## src/rtl/div_stall_unit_if.sv

```systemverilog
// EX-stage divider bus: issue-side operands/controls and the stall/result returns.
interface div_stall_unit_if #(
    parameter int WIDTH = 32
);
    logic             startE;
    logic             signedE;
    logic [WIDTH-1:0] srcaE;
    logic [WIDTH-1:0] srcbE;
    logic             cancel;
    logic             stall_div;
    logic             busy;
    logic             result_valid;
    logic [WIDTH-1:0] hi_o;
    logic [WIDTH-1:0] lo_o;

    modport master (
        output startE, signedE, srcaE, srcbE, cancel,
        input  stall_div, busy, result_valid, hi_o, lo_o
    );

    modport slave (
        input  startE, signedE, srcaE, srcbE, cancel,
        output stall_div, busy, result_valid, hi_o, lo_o
    );
endinterface

```

## src/rtl/div_stall_unit.sv

```systemverilog
// Iterative restoring DIV/DIVU (one quotient bit per cycle) with a pipeline
// stall request that holds F/D/E until the HI/LO result is ready.
module div_stall_unit #(
    parameter int WIDTH = 32,
    parameter int CNT_W = 6
) (
    input logic            clk,
    input logic            resetn,
    div_stall_unit_if.slave bus
);
    typedef enum logic [1:0] {IDLE, BUSY, DONE} state_t;

    state_t           state;
    logic [CNT_W-1:0] count;
    logic [WIDTH-1:0] rem;
    logic [WIDTH-1:0] quot;
    logic [WIDTH-1:0] dvs;
    logic [WIDTH-1:0] dividend_raw;
    logic             neg_q;
    logic             neg_r;
    logic             dvs_zero;

    logic             start_ok;
    logic [WIDTH:0]   trial;
    logic [WIDTH:0]   diff;
    logic [WIDTH-1:0] rem_next;
    logic [WIDTH-1:0] quot_next;
    logic [WIDTH-1:0] q_fix;
    logic [WIDTH-1:0] r_fix;
    logic [WIDTH-1:0] mag_a;
    logic [WIDTH-1:0] mag_b;

    always_comb begin
        start_ok      = bus.startE & ~bus.cancel & (state != BUSY);
        bus.stall_div = start_ok | (state == BUSY);

        mag_a = (bus.signedE & bus.srcaE[WIDTH-1]) ? -bus.srcaE : bus.srcaE;
        mag_b = (bus.signedE & bus.srcbE[WIDTH-1]) ? -bus.srcbE : bus.srcbE;

        // {rem, quot} shifts left as one register; quot collects quotient bits in its LSB.
        trial = {rem, quot[WIDTH-1]};
        diff  = trial - {1'b0, dvs};
        if (!diff[WIDTH]) begin
            rem_next  = diff[WIDTH-1:0];
            quot_next = {quot[WIDTH-2:0], 1'b1};
        end else begin
            rem_next  = trial[WIDTH-1:0];
            quot_next = {quot[WIDTH-2:0], 1'b0};
        end

        q_fix = neg_q ? -quot_next : quot_next;
        r_fix = neg_r ? -rem_next  : rem_next;
    end

    always_ff @(posedge clk or negedge resetn) begin
        if (!resetn) begin
            state            <= IDLE;
            count            <= '0;
            rem              <= '0;
            quot             <= '0;
            dvs              <= '0;
            dividend_raw     <= '0;
            neg_q            <= 1'b0;
            neg_r            <= 1'b0;
            dvs_zero         <= 1'b0;
            bus.busy         <= 1'b0;
            bus.result_valid <= 1'b0;
            bus.hi_o         <= '0;
            bus.lo_o         <= '0;
        end else begin
            case (state)
                IDLE, DONE: begin
                    bus.result_valid <= 1'b0;
                    if (start_ok) begin
                        state        <= BUSY;
                        bus.busy     <= 1'b1;
                        count        <= '0;
                        rem          <= '0;
                        quot         <= mag_a;
                        dvs          <= mag_b;
                        dividend_raw <= bus.srcaE;
                        dvs_zero     <= (bus.srcbE == '0);
                        neg_q        <= bus.signedE & (bus.srcaE[WIDTH-1] ^ bus.srcbE[WIDTH-1]);
                        neg_r        <= bus.signedE & bus.srcaE[WIDTH-1];
                    end else begin
                        state    <= IDLE;
                        bus.busy <= 1'b0;
                    end
                end
                BUSY: begin
                    if (bus.cancel) begin
                        state    <= IDLE;
                        bus.busy <= 1'b0;
                    end else begin
                        rem   <= rem_next;
                        quot  <= quot_next;
                        count <= count + CNT_W'(1);
                        if (count == CNT_W'(WIDTH - 1)) begin
                            state            <= DONE;
                            bus.busy         <= 1'b0;
                            bus.result_valid <= 1'b1;
                            if (dvs_zero) begin
                                bus.lo_o <= '1;
                                bus.hi_o <= dividend_raw;
                            end else begin
                                bus.lo_o <= q_fix;
                                bus.hi_o <= r_fix;
                            end
                        end
                    end
                end
                default: begin
                    state    <= IDLE;
                    bus.busy <= 1'b0;
                end
            endcase
        end
    end
endmodule
```

## src/flat_wrapper.sv

```systemverilog
// flat-port wrapper written by rule: the top's interface ports become plain ports
module div_stall_unit_flat 
#(
    parameter int WIDTH = 32,
    parameter int CNT_W = 6
)
  (clk, resetn, bus_startE, bus_signedE, bus_srcaE, bus_srcbE, bus_cancel, bus_stall_div, bus_busy, bus_result_valid, bus_hi_o, bus_lo_o);
  div_stall_unit_if #(.WIDTH(WIDTH)) bus_i ();
  input logic clk;
  input logic resetn;
  input wire logic [$bits(bus_i.startE)-1:0] bus_startE;
  input wire logic [$bits(bus_i.signedE)-1:0] bus_signedE;
  input wire logic [$bits(bus_i.srcaE)-1:0] bus_srcaE;
  input wire logic [$bits(bus_i.srcbE)-1:0] bus_srcbE;
  input wire logic [$bits(bus_i.cancel)-1:0] bus_cancel;
  output wire logic [$bits(bus_i.stall_div)-1:0] bus_stall_div;
  output wire logic [$bits(bus_i.busy)-1:0] bus_busy;
  output wire logic [$bits(bus_i.result_valid)-1:0] bus_result_valid;
  output wire logic [$bits(bus_i.hi_o)-1:0] bus_hi_o;
  output wire logic [$bits(bus_i.lo_o)-1:0] bus_lo_o;
  assign bus_i.startE = bus_startE;
  assign bus_i.signedE = bus_signedE;
  assign bus_i.srcaE = bus_srcaE;
  assign bus_i.srcbE = bus_srcbE;
  assign bus_i.cancel = bus_cancel;
  assign bus_stall_div = bus_i.stall_div;
  assign bus_busy = bus_i.busy;
  assign bus_result_valid = bus_i.result_valid;
  assign bus_hi_o = bus_i.hi_o;
  assign bus_lo_o = bus_i.lo_o;
  div_stall_unit #(.WIDTH(WIDTH), .CNT_W(CNT_W)) u_core (.clk(clk), .resetn(resetn), .bus(bus_i));
endmodule
```

## config.mk

```make
export PLATFORM = sky130hd
export DESIGN_NAME = div_stall_unit_flat
export DESIGN_NICKNAME = d
export VERILOG_FILES = /design/src/rtl/div_stall_unit_if.sv /design/src/rtl/div_stall_unit.sv /design/src/flat_wrapper.sv
export SDC_FILE = /design/constraint.sdc
export NUM_CORES = 1
export LEC_CHECK = 0
export ABC_AREA = 1
export CORE_UTILIZATION = 50
export CTS_BUF_LIST = sky130_fd_sc_hd__clkbuf_16
export DETAILED_ROUTE_END_ITERATION = 7
export GPL_TIMING_DRIVEN = 0
export PLACE_DENSITY = 0.71
export SLEW_MARGIN = 10
export SYNTH_ARGS = -nofsm -noshare
export SYNTH_HDL_FRONTEND = slang
export SYNTH_SLANG_ARGS = --single-unit
```

## constraint.sdc

```tcl
create_clock -name clk -period 5.4 [get_ports clk]
set_input_delay 1.08 -clock clk [delete_from_list [all_inputs] [get_ports clk]]
set_output_delay 1.08 -clock clk [all_outputs]
set_load 0.02 [all_outputs]
```

## Word-level counts from Yosys, hierarchy flattened

Cells that the tools add are included.

- Add/subtract/negate cells: 6
- Equality and inequality tests: 8
- Bitwise operators: 8
- Muxes and demuxes: 28
- Reductions and logical operators: 8

Operator list:

| kind | count |
|---|---|
| $mux W32 | 11 |
| $neg A32 Y32 | 4 |
| $pmux W32 S2 | 2 |
| $sub A33 B32 Y33 | 1 |
| $logic_not A32 Y1 | 1 |
| $mux W6 | 2 |
| $pmux W6 S2 | 1 |
| $reduce_and A3 Y1 | 3 |
| $mux W1 | 7 |
| $add A6 B1 Y6 const B | 1 |
| $eq A6 B5 Y1 const B | 1 |
| $and A1 B1 Y1 | 5 |
| $mux W2 | 2 |
| $ne A2 B1 Y1 const B | 2 |
| $ne A2 B2 Y1 const B | 2 |
| $pmux W1 S2 | 2 |
| $pmux W2 S2 | 1 |
| $ne A3 B3 Y1 const B | 1 |
| $eq A2 B1 Y1 const B | 1 |
| $eq A2 B2 Y1 const B | 1 |
| $logic_not A2 Y1 | 1 |
| $reduce_and A2 Y1 | 1 |
| $reduce_bool A2 Y1 | 1 |
| $reduce_or A2 Y1 | 1 |
| 3 further kinds | 3 |

- Input port bits: 69
- Bits in registers: 205

## Longest topological paths before layout

Gate-level depths: netlist of run 1.

- Depth in word-level cells: 5
- Depth in mapped cells: 31
- Gate-level depth less buffers: 29

## Least setup slack after synthesis of run 1

OpenSTA, ideal clock, no wires.

- Path kind: register to register
- Start point: register u_core.dvs[0]
- End point: register u_core.bus.lo_o[28]
- Stages on the path, launching flop included: 31
- Path slack: 1.297 ns
- Setup time: 0.119 ns
- Required time: 5.281 ns
- Data arrival time: 3.984 ns
- Path through: dfrtp_1 -> ha_1 -> fa_1 -> inv_1 -> nand2_1 -> nand2_1 -> nand3_1 -> nand2_1 -> nand2_1 -> nand2_2 -> nand2_2 -> nand2_4 -> nand2_4 -> nand2_8 -> buf_8 -> buf_4 -> ha_1 -> inv_1 -> nor3_1 -> nand3_1 -> nor3_1 -> nand2_1 -> nor4_1 -> inv_1 -> nor2_1 -> nand4_1 -> nand2_1 -> o21ai_0 -> xor2_1 -> o22ai_1 -> inv_1

- Word-level cells in the longest chain between the ends: 5

Ends and longest elaborated chain:

| what | RTL line | source |
|---|---|---|
| from (decl) | div_stall_unit.sv:17 | `logic [WIDTH-1:0] dvs;` |
| from (signal assigned) | div_stall_unit.sv:80 | `dvs <= mag_b;` |
| $sub A33 B32 Y33 | div_stall_unit.sv:42 | `diff = trial - {1'b0, dvs};` |
| $mux W1 | div_stall_unit.sv:43 | `if (!diff[WIDTH]) begin` |
| $neg A32 Y32 | div_stall_unit.sv:51 | `q_fix = neg_q ? -quot_next : quot_next;` |
| $mux W32 | div_stall_unit.sv:51 |  |
| $mux W32 | div_stall_unit.sv:102 | `if (dvs_zero) begin` |
| to (signal assigned) | div_stall_unit.sv:106 | `bus.lo_o <= q_fix;` |
| to (decl) | div_stall_unit_if.sv:23 | `output stall_div, busy, result_valid, hi_o, lo_o` |

Every way passes these cells.
A chain may end at the register's enable or synchronous reset.

## Worst setup path in the final report of run 1

- Start point: register u_core.quot[31]
- End point: register u_core.bus.lo_o[28]

- Word-level cells in the longest chain between the ends: 5

Ends and longest elaborated chain:

| what | RTL line | source |
|---|---|---|
| from (decl) | div_stall_unit.sv:16 | `logic [WIDTH-1:0] quot;` |
| from (signal assigned) | div_stall_unit.sv:79 | `quot <= mag_a;` |
| from (signal assigned) | div_stall_unit.sv:96 | `quot <= quot_next;` |
| $sub A33 B32 Y33 | div_stall_unit.sv:42 |  |
| $mux W1 | div_stall_unit.sv:43 |  |
| $neg A32 Y32 | div_stall_unit.sv:51 |  |
| $mux W32 | div_stall_unit.sv:51 |  |
| $mux W32 | div_stall_unit.sv:102 |  |

Every way passes these cells.

==> results, run 1 <==
- A synthesized cell averages 6.72 µm².
- The endpoint of the worst-slack reg-to-reg timing path is u_core.bus.lo_o[28]$_DFFE_PN0P_.
- The fraction of the yosys area taken by sequential cells is around 36%.
- The width of the die is 171 µm.
- In this run the count of I/O pins placed on the die edge is around 140.
- Of all nets on the critical path, the largest fanout is 10.
- Setup repair after global routing left no endpoint under its margin.
- The final count of pins violating max slew was 0.
- The detailed router used layers up to and including met4.
- The number of max-cap violations is 0.
- The post-synthesis instance area is around 14,000 µm².
- The die is roughly 170 µm tall.
- The number of cell rows is 61.
- The final critical delay including setup and external delays is 4.79 ns.
- After global routing the overflow that remains totals 0.
- The core occupancy in the finished layout is 60.5%.
- The number of distinct library cell variants in the gate-level netlist after synthesis is between 50 and 60.
- The critical path crosses 31 cells after its start point.
- The count of final hold-check violations is 0.
- The sum of met3 wire segment lengths after detailed routing is 3.65 mm.
- The congestion estimate from routability-driven global placement came to around 1.
- The buffer and inverter count on the worst path is 7.
- The fraction of synthesized cell area taken by the top area cell type is ~36%.
- The number of sinks on the clock net is approximately 200.
- The cell with the most instances on the worst path is nand2_1.
- The tightest min-delay check is of the reg2reg type.
- Data on the critical path arrives at its endpoint at around 5.2 ns.
- The synthesis-stage register bit count is 205.
- Sorting the synthesized cells by how often they occur yields 654 x nand2_1, 284 x inv_1, 205 x dfrtp_1.
- The peak supply drop is 0.324 mV.
- At the pin with the least slew margin, the transition time is 0.874 ns.
- Once detail routing completed, the nets flagged for antenna violations numbered 0.
- Summed over all cells, the static leakage comes to 8.62 nW.
- The cell depth of the worst hold path is 2.
- The count of endpoints failing setup in the final report is 0.
- The flow ran to the end, and the final reports show no timing, DRC or antenna violations.
- The wire-length estimate of the detail-placed layout is ~39 mm.
- The top flip-flop cell by instance count after synthesis is dfrtp_1.
- The hold path startpoint is u_core.bus.hi_o[27]$_DFFE_PN0P_.
- The net count of the finished layout is 2,393.
- The worst relative slew slack is a little over two fifths.
- By area the synthesized netlist is led by dfrtp_1 36%, nand2_1 17%, inv_1 7.5%, o21ai_0 6.6%, nor2_1 5.0%.
- The slowest cell on the critical path is fa_1.
- The detailed route wirelength on metal2 is between 20 and 25 mm.
- The first global-routing pass estimated between 70 and 80 mm of wire.
- The family with the most delay on the worst path is simple AND/OR/NAND/NOR gates.
- Of the cells placed in the final design, the portion with a size suffix greater than 1 is about 4.4%.
- The number of nets handed over by synthesis was approximately 2,200.
- The maximum number of pins on one net before global-route repair is 106.
- The total number of H-tree levels is 1.
- The detailed-route DRC error count is 0.
- The mean routed wirelength per cell is 18.7 µm.
- The critical path is of the reg2reg type.
- The cell chosen for the clock root is clkbuf_16.
- Clock tree synthesis inserted a total of 24 buffers.
- STA classifies the critical path startpoint as a flip-flop.
- The endpoint type of the worst setup path is a flip-flop.
- For the worst flop-to-flop path, the logic depth is 31.
- After detailed routing, the number of vias per cell comes to ~5.5.
- The number of diodes added for antenna fixing is 0.
- The initial antenna violation count was 0.
- The maximum operating frequency is between 200 and 250 MHz.
- The total design power is 9.13 mW.
- The proportion of register bits with asynchronous set or reset after synthesis is between 90% and 100%.
- The area of the die is ~30,000 µm².
- The Yosys step of the flow raised 0 warnings.
- For this configuration, the core starts out at a cell density of around half.
- The number of flops mapped to enable cells by yosys is 0.
- The routed layout has around 15,000 vias.
- The required time of the critical path is around 5.8 ns.
- The count of buffers from port buffering is around 140.
- The post-route fraction of the period consumed by the critical path is between 80% and 90%.
- In this run the power density over the cells is around 540 nW/µm².
- The startpoint of the worst register-to-register path is u_core.quot[31]$_DFFE_PN0P_.
- The core region is roughly 28,000 µm².
- Summed over all layers, the routed wires come to approximately 50 mm.
- In the global route stage, overall resource usage came out at between 30% and 40%.
- After detailed routing, the wire length on met1 is 22.3 mm.
- The initial detailed-routing violation count is around 1,600.
- The reg2reg setup slack is roughly 0.6 ns.
- The most frequently used cell type in the post-synthesis netlist is nand2_1.
- The post-route clock skew is roughly 0.023 ns.
- The clock tree buffer depth is 3.
- The clock input transition at the sequential cells of the worst setup and hold paths is 0.06 ns.
- From synthesis to final layout, the design area changed by 18.5%.
- The first-pass detailed-route iteration total is 6.
- TritonCTS built the clock tree.
- Of all cell types, the one taking the most synthesized area is dfrtp_1.
- The via count of the first global-routing pass is about 14,000.
- After technology mapping, the gate count stands at about 2,100.
- The delay of the slowest cell on the worst path is 0.40 ns.
- The clock latency on the worst-skew pair is 0.53 ns.
- The end of the worst hold path is u_core.bus.hi_o[27]$_DFFE_PN0P_.
[area by class of cell]
class	count	area, µm²
flip-flops and latches	205	5130
plain buffers	74	322
clock inverters	16	134
fillers	2705	11000
well taps	378	473
clock buffers	24	601
repair buffers	137	1410
multi-input cells	1552	7750
inverters	292	1100
[cell families after synthesis]
kind of cell	count (synthesis)	share of synthesized area (%)
AOI/OAI and AO/OA	386	15.3
xor gates and xnor gates	76	4.67
adders and majority gates	38	3.38
buffers and inverters	366	9.94
DFF	205	36.0
and+or+nand+nor	1052	30.7
[through the flow]
step	instance area [µm²]	hold WS, ns	cells	setup TNS (ns)	setup WS, ns
5_1_grt	16900	0.493	2678	0	0.0391
4_1_cts	16900	0.478	2678	0	0.266
3_5_place_dp	16200	0.459	2638	0	0.303
6_report	16900	0.474	2678	0	0.615
3_3_place_gp	16100	0.451	2636	-1125.48	-5.51
2_1_floorplan	14300	0.437	2123	0	1.30
[worst max-delay path by stage]
| stage | startpoint | endpoint | slack, ns |
|---|---|---|---|
| after floorplan | u_core.dvs[0]$_DFFE_PN0P_ | u_core.bus.lo_o[28]$_DFFE_PN0P_ | 1.30 |
| after global placement | resetn | u_core.dvs[7]$_DFFE_PN0P_ | -5.51 |
| after detailed placement | u_core.quot[31]$_DFFE_PN0P_ | u_core.bus.lo_o[28]$_DFFE_PN0P_ | 0.30 |
| after CTS | u_core.quot[31]$_DFFE_PN0P_ | u_core.bus.lo_o[28]$_DFFE_PN0P_ | 0.27 |
| after global routing | u_core.quot[31]$_DFFE_PN0P_ | u_core.bus.lo_o[28]$_DFFE_PN0P_ | 0.04 |
| final | u_core.quot[31]$_DFFE_PN0P_ | u_core.bus.lo_o[28]$_DFFE_PN0P_ | 0.61 |
[per-layer routing]
metal	vias up	global-route usage, %
li1	7147	-
met5	-	0
met4	0	12.7
met3	110	4.35
met2	624	54.2
met1	6971	49.5
[sequential cells by signal, indices dropped and copies added (netlist names)]
| signal | count |
|---|---|
| u_core.dividend_raw | 32 |
| u_core.dvs_zero | 1 |
| u_core.state | 2 |
| u_core.bus.lo_o | 32 |
| u_core.quot | 32 |
| u_core.dvs | 32 |
| u_core.neg_q | 1 |
| u_core.bus.busy | 1 |
| u_core.neg_r | 1 |
| u_core.rem | 32 |
| u_core.count | 6 |
| u_core.bus.result_valid | 1 |
| u_core.bus.hi_o | 32 |
[worst reg2reg max path, delay by kind of cell, from the launching register on]
kind / cells / cell delay [ns]
buf+inv: 7 / 0.77
simple gates: 18 / 2.32
compound gates: 2 / 0.27
flops: 1 / 0.33
xor+xnor: 1 / 0.20
fa+ha+maj: 3 / 0.80
[power breakdown]
part | switching [mW] | total, mW | internal [mW]
clock | 0.657 | 1.55 | 0.898
combinational | 3.77 | 5.48 | 1.70
sequential | 0.272 | 2.09 | 1.82
total | 4.70 | 9.13 | 4.42
[placed cells by master, fill, tap and decap left out, types with 16 or more instances in the layout]
| cell type | n |
|---|---|
| nand2_1 | 654 |
| inv_1 | 287 |
| dfrtp_1 | 205 |
| nor2_1 | 190 |
| o21ai_0 | 188 |
| clkdlybuf4s50_1 | 134 |
| nand3_1 | 108 |
| a21oi_1 | 82 |
| clkbuf_1 | 62 |
| xor2_1 | 53 |
| o22ai_1 | 43 |
| ha_1 | 37 |
| nand4_1 | 24 |
| clkbuf_16 | 24 |
| xnor2_1 | 23 |
| o211ai_1 | 21 |
| nor3_1 | 16 |
[timing repair]
action,CTS,global route
hold buffers,0,0
buffers inserted,0,0
endpoints found under the setup margin,0,4
resized for setup,0,4
endpoints found under the hold margin,0,0
Power figures use the tool's default switching activity.
==> run 2: changes to the inputs <==
--- a/config.mk
+++ b/config.mk
@@ -10,7 +10,8 @@
 export CTS_BUF_LIST = sky130_fd_sc_hd__clkbuf_16
 export DETAILED_ROUTE_END_ITERATION = 7
 export GPL_TIMING_DRIVEN = 0
-export PLACE_DENSITY = 0.71
+export HOLD_SLACK_MARGIN = 0.03
+export PLACE_DENSITY = 0.77
 export SLEW_MARGIN = 10
 export SYNTH_ARGS = -nofsm -noshare
 export SYNTH_HDL_FRONTEND = slang
==> results, run 2 (synthesis gave the netlist of run 1 again) <==
- On the final layout, the worst clock skew is 0.0405 ns.
- The transition time of the tightest slew-check pin is roughly 0.80 ns.
- Counting stages on the worst path, the most repeated cell is nand2_1.
- The critical path is of the reg2reg type.
- The post-place instance area is 16,200 µm².
- The count of endpoints failing setup in the final report is 0.
- The first-pass detailed-route iteration total is 6.
- The power per cell area is about 540 nW/µm².
- The clock net in this run drives a total of a little over 200 sinks.
- The most common library cell in the layout ignoring fill and taps is nand2_1.
- The number of antenna diodes in the final layout is 0.
- The core footprint is about 28,000 µm².
- Setup repair after global routing left no endpoint under its margin.
- The cell depth of the worst flop-to-flop path is 30.
- The required time of the critical path is about 6 ns.
- The clock tree buffer depth is 3.
- The detailed-route DRC error count is 0.
- The total negative slack for setup checks is 0 ns.
- The startpoint of the worst register-to-register path is u_core.dvs[0]$_DFFE_PN0P_.
- The relative contribution of combinational cells to total power is slightly below 60%.
- The via count normalized by instance count is roughly 5.6.
- The first global-routing pass estimated 76.9 mm of wire.
- The area of the die is 29,200 µm².
- For this configuration, the core starts out at a cell density of 51.1%.
- The final weighted congestion in routability-driven placement is 1.00.
- In this run, flip-flops and latches consume a little under a quarter of the power.
- The mean routed wirelength per cell is between 15 and 20 µm.
- The library cells used most frequently in the layout, excluding fill and tap cells, are 654 x nand2_1, 286 x inv_1, 205 x dfrtp_1.
- The number of cell rows is 61.
- The post-route fraction of the period consumed by the critical path is between 90 and 100%.
- Summed over all cells, the static leakage comes to about 8.6 nW.
- The number of max-cap violations is 0.
- The net count of the finished layout is ~2,400.
- The slowest cell on the critical path is fa_1.
- The initial antenna violation count is 2.
- The worst pin sits at a relative slew slack of a little under half.
- The endpoint of the worst-slack reg-to-reg timing path is u_core.bus.lo_o[28]$_DFFE_PN0P_.
- For this block, the routed nets add up to ~50 mm of wire.
- The cell sitting at the root of the clock tree is a clkbuf_16.
- From bottom edge to top edge, the die measures roughly 170 µm.
- The tightest hold margin is approximately 0.43 ns.
- The cell internal power dissipation is between 4 and 5 mW.
- The setup check on the worst reg-to-reg path leaves a slack of 0.51 ns.
- The design draws approximately 9 mW.
- The width of the die is roughly 170 µm.
- The kind of launch point of the worst setup path is a flip-flop.
- The delay of the slowest cell on the worst path is 0.39 ns.
- In the global route stage, overall resource usage came out at approximately a third.
- The worst path in the final design needs a cycle of between 4 and 5 ns, including I/O delays and setup.
- Of the total power, the share spent switching nets is about half.
- The peak supply drop is ~0.3 mV.
- The number of top-level pins is between 100 and 150.
- The arrival time at the worst endpoint is 5.32 ns.
- The detail route stage leaves a number of antenna-violating nets equal to 0.
- Based on the critical path, the design can be clocked at up to between 200 and 250 MHz.
- Input and output buffers added on the ports amount to between 100 and 150.
- The clock input transition at the sequential cells of the worst setup and hold paths is about 0.070 ns.
- Compared with the post-synthesis result, the final layout area differs by 18.9%.
- In this run the power spent charging and discharging nets is roughly 4.7 mW.
- Summed over all nets, the half-perimeter wirelength after detailed placement is ~39 mm.
- The final count of pins violating max slew is 0.
- Of the cells placed in the final design, the portion with a size suffix greater than 1 is 4.56%.
- The maximum number of pins on one net before global-route repair is 83.
- The global route total overflow is 0.
- The initial detailed-routing violation count is between 1,500 and 2,000.
- The count of final hold-check violations was 0.
- The top fanout value on the critical path is 10.
- The finished cells cover between 15,000 and 20,000 µm².
- The endpoint type of the worst setup path is a flip-flop.
- The run finished with clean final reports.
- The number of buffers created by CTS is 24.
- TritonCTS built the clock tree.
- The number of vias after detailed routing is approximately 15,000.
- The via count of the first global-routing pass came to around 14,000.
- The relative contribution of the clock network to total power is between 10% and 20%.
- The type of the most critical hold path is in2async.
- Clock latency on the worst-skew pair, taken at its later pin, is approximately 0.54 ns.
- In this run the number of H-tree levels came out at 1.
==> run 2: cell types whose count changed in the layout (fill, tap and decap cells not counted) <==
| cell | delta |
|---|---|
| clkinv_2 | -3 |
| clkinv_4 | +3 |
| clkinvlp_4 | +2 |
| bufinv_16 | +1 |
| clkinv_1 | +1 |
| inv_1 | -1 |
| nor4_2 | +1 |
| nor4_4 | -1 |
==> run 2: worst max path at each step <==
stage / end / startpoint / slack (ns) / cells past startpoint
after floorplan: u_core.bus.lo_o[28]$_DFFE_PN0P_ / u_core.dvs[0]$_DFFE_PN0P_ / 1.30 / 30
after global placement: u_core.bus.lo_o[12]$_DFFE_PN0P_ / resetn / -5.53 / 1
after detailed placement: u_core.bus.lo_o[28]$_DFFE_PN0P_ / u_core.dvs[0]$_DFFE_PN0P_ / 0.27 / 30
after CTS: u_core.bus.lo_o[28]$_DFFE_PN0P_ / u_core.dvs[0]$_DFFE_PN0P_ / 0.24 / 30
after global routing: u_core.bus.lo_o[28]$_DFFE_PN0P_ / u_core.dvs[0]$_DFFE_PN0P_ / 0.11 / 30
final: u_core.bus.lo_o[28]$_DFFE_PN0P_ / u_core.dvs[0]$_DFFE_PN0P_ / 0.51 / 30
==> run 2: what timing repair did <==
action / CTS / global route
buffers inserted: 0 / 0
gates resized for setup: 0 / 3
endpoints found under the setup margin: 0 / 3
hold buffers: 0 / 0
endpoints found under the hold margin: 0 / 0
==> run 2: layer usage <==
layer | wire length (µm) | GRT usage (%) | vias up
li1 | - | - | 7172
met1 | 21800 | 48.0 | 6997
met2 | 22300 | 54.9 | 653
met3 | 3790 | 4.81 | 130
met4 | 1920 | 12.3 | 4
met5 | 23 | 0 | -
==> run 2: per-stage QoR <==
stage	std cells	util, %	setup WS (ns)
6_report	2681	60.7	0.506
5_1_grt	2681	60.7	0.107
4_1_cts	2681	60.7	0.237
3_5_place_dp	2638	57.8	0.270
3_3_place_gp	2636	57.6	-5.53
2_1_floorplan	2123	-	1.30
==> run 2: power groups by stage <==
stage          combinational, mW  sequential, mW  clock (mW)
2_1_floorplan               3.84            2.01           0
3_3_place_gp                5.24            2.09           0
3_5_place_dp                5.30            2.10           0
4_1_cts                     5.34            2.08        1.65
5_1_grt                     6.05            2.11        1.72
6_report                    5.44            2.09        1.65
==> run 2: final cells by class <==
type,instances,area [µm²]
plain buffers,74,322
clock buffers,24,601
clock inverters,19,190
fillers,2710,11000
inverters,292,1100
multi-input cells,1552,7740
flip-flops and latches,205,5130
well taps,378,473
repair buffers,137,1410
==> run 2: worst max-delay path, delay by kind of cell, from the launching register on <==
family	cells	cell delay (ns)
adders and majority gates	3	0.81
and+or+nand+nor	18	2.45
buffers and inverters	6	0.70
DFF	1	0.38
AOI/OAI and AO/OA	2	0.23
xor gates and xnor gates	1	0.18
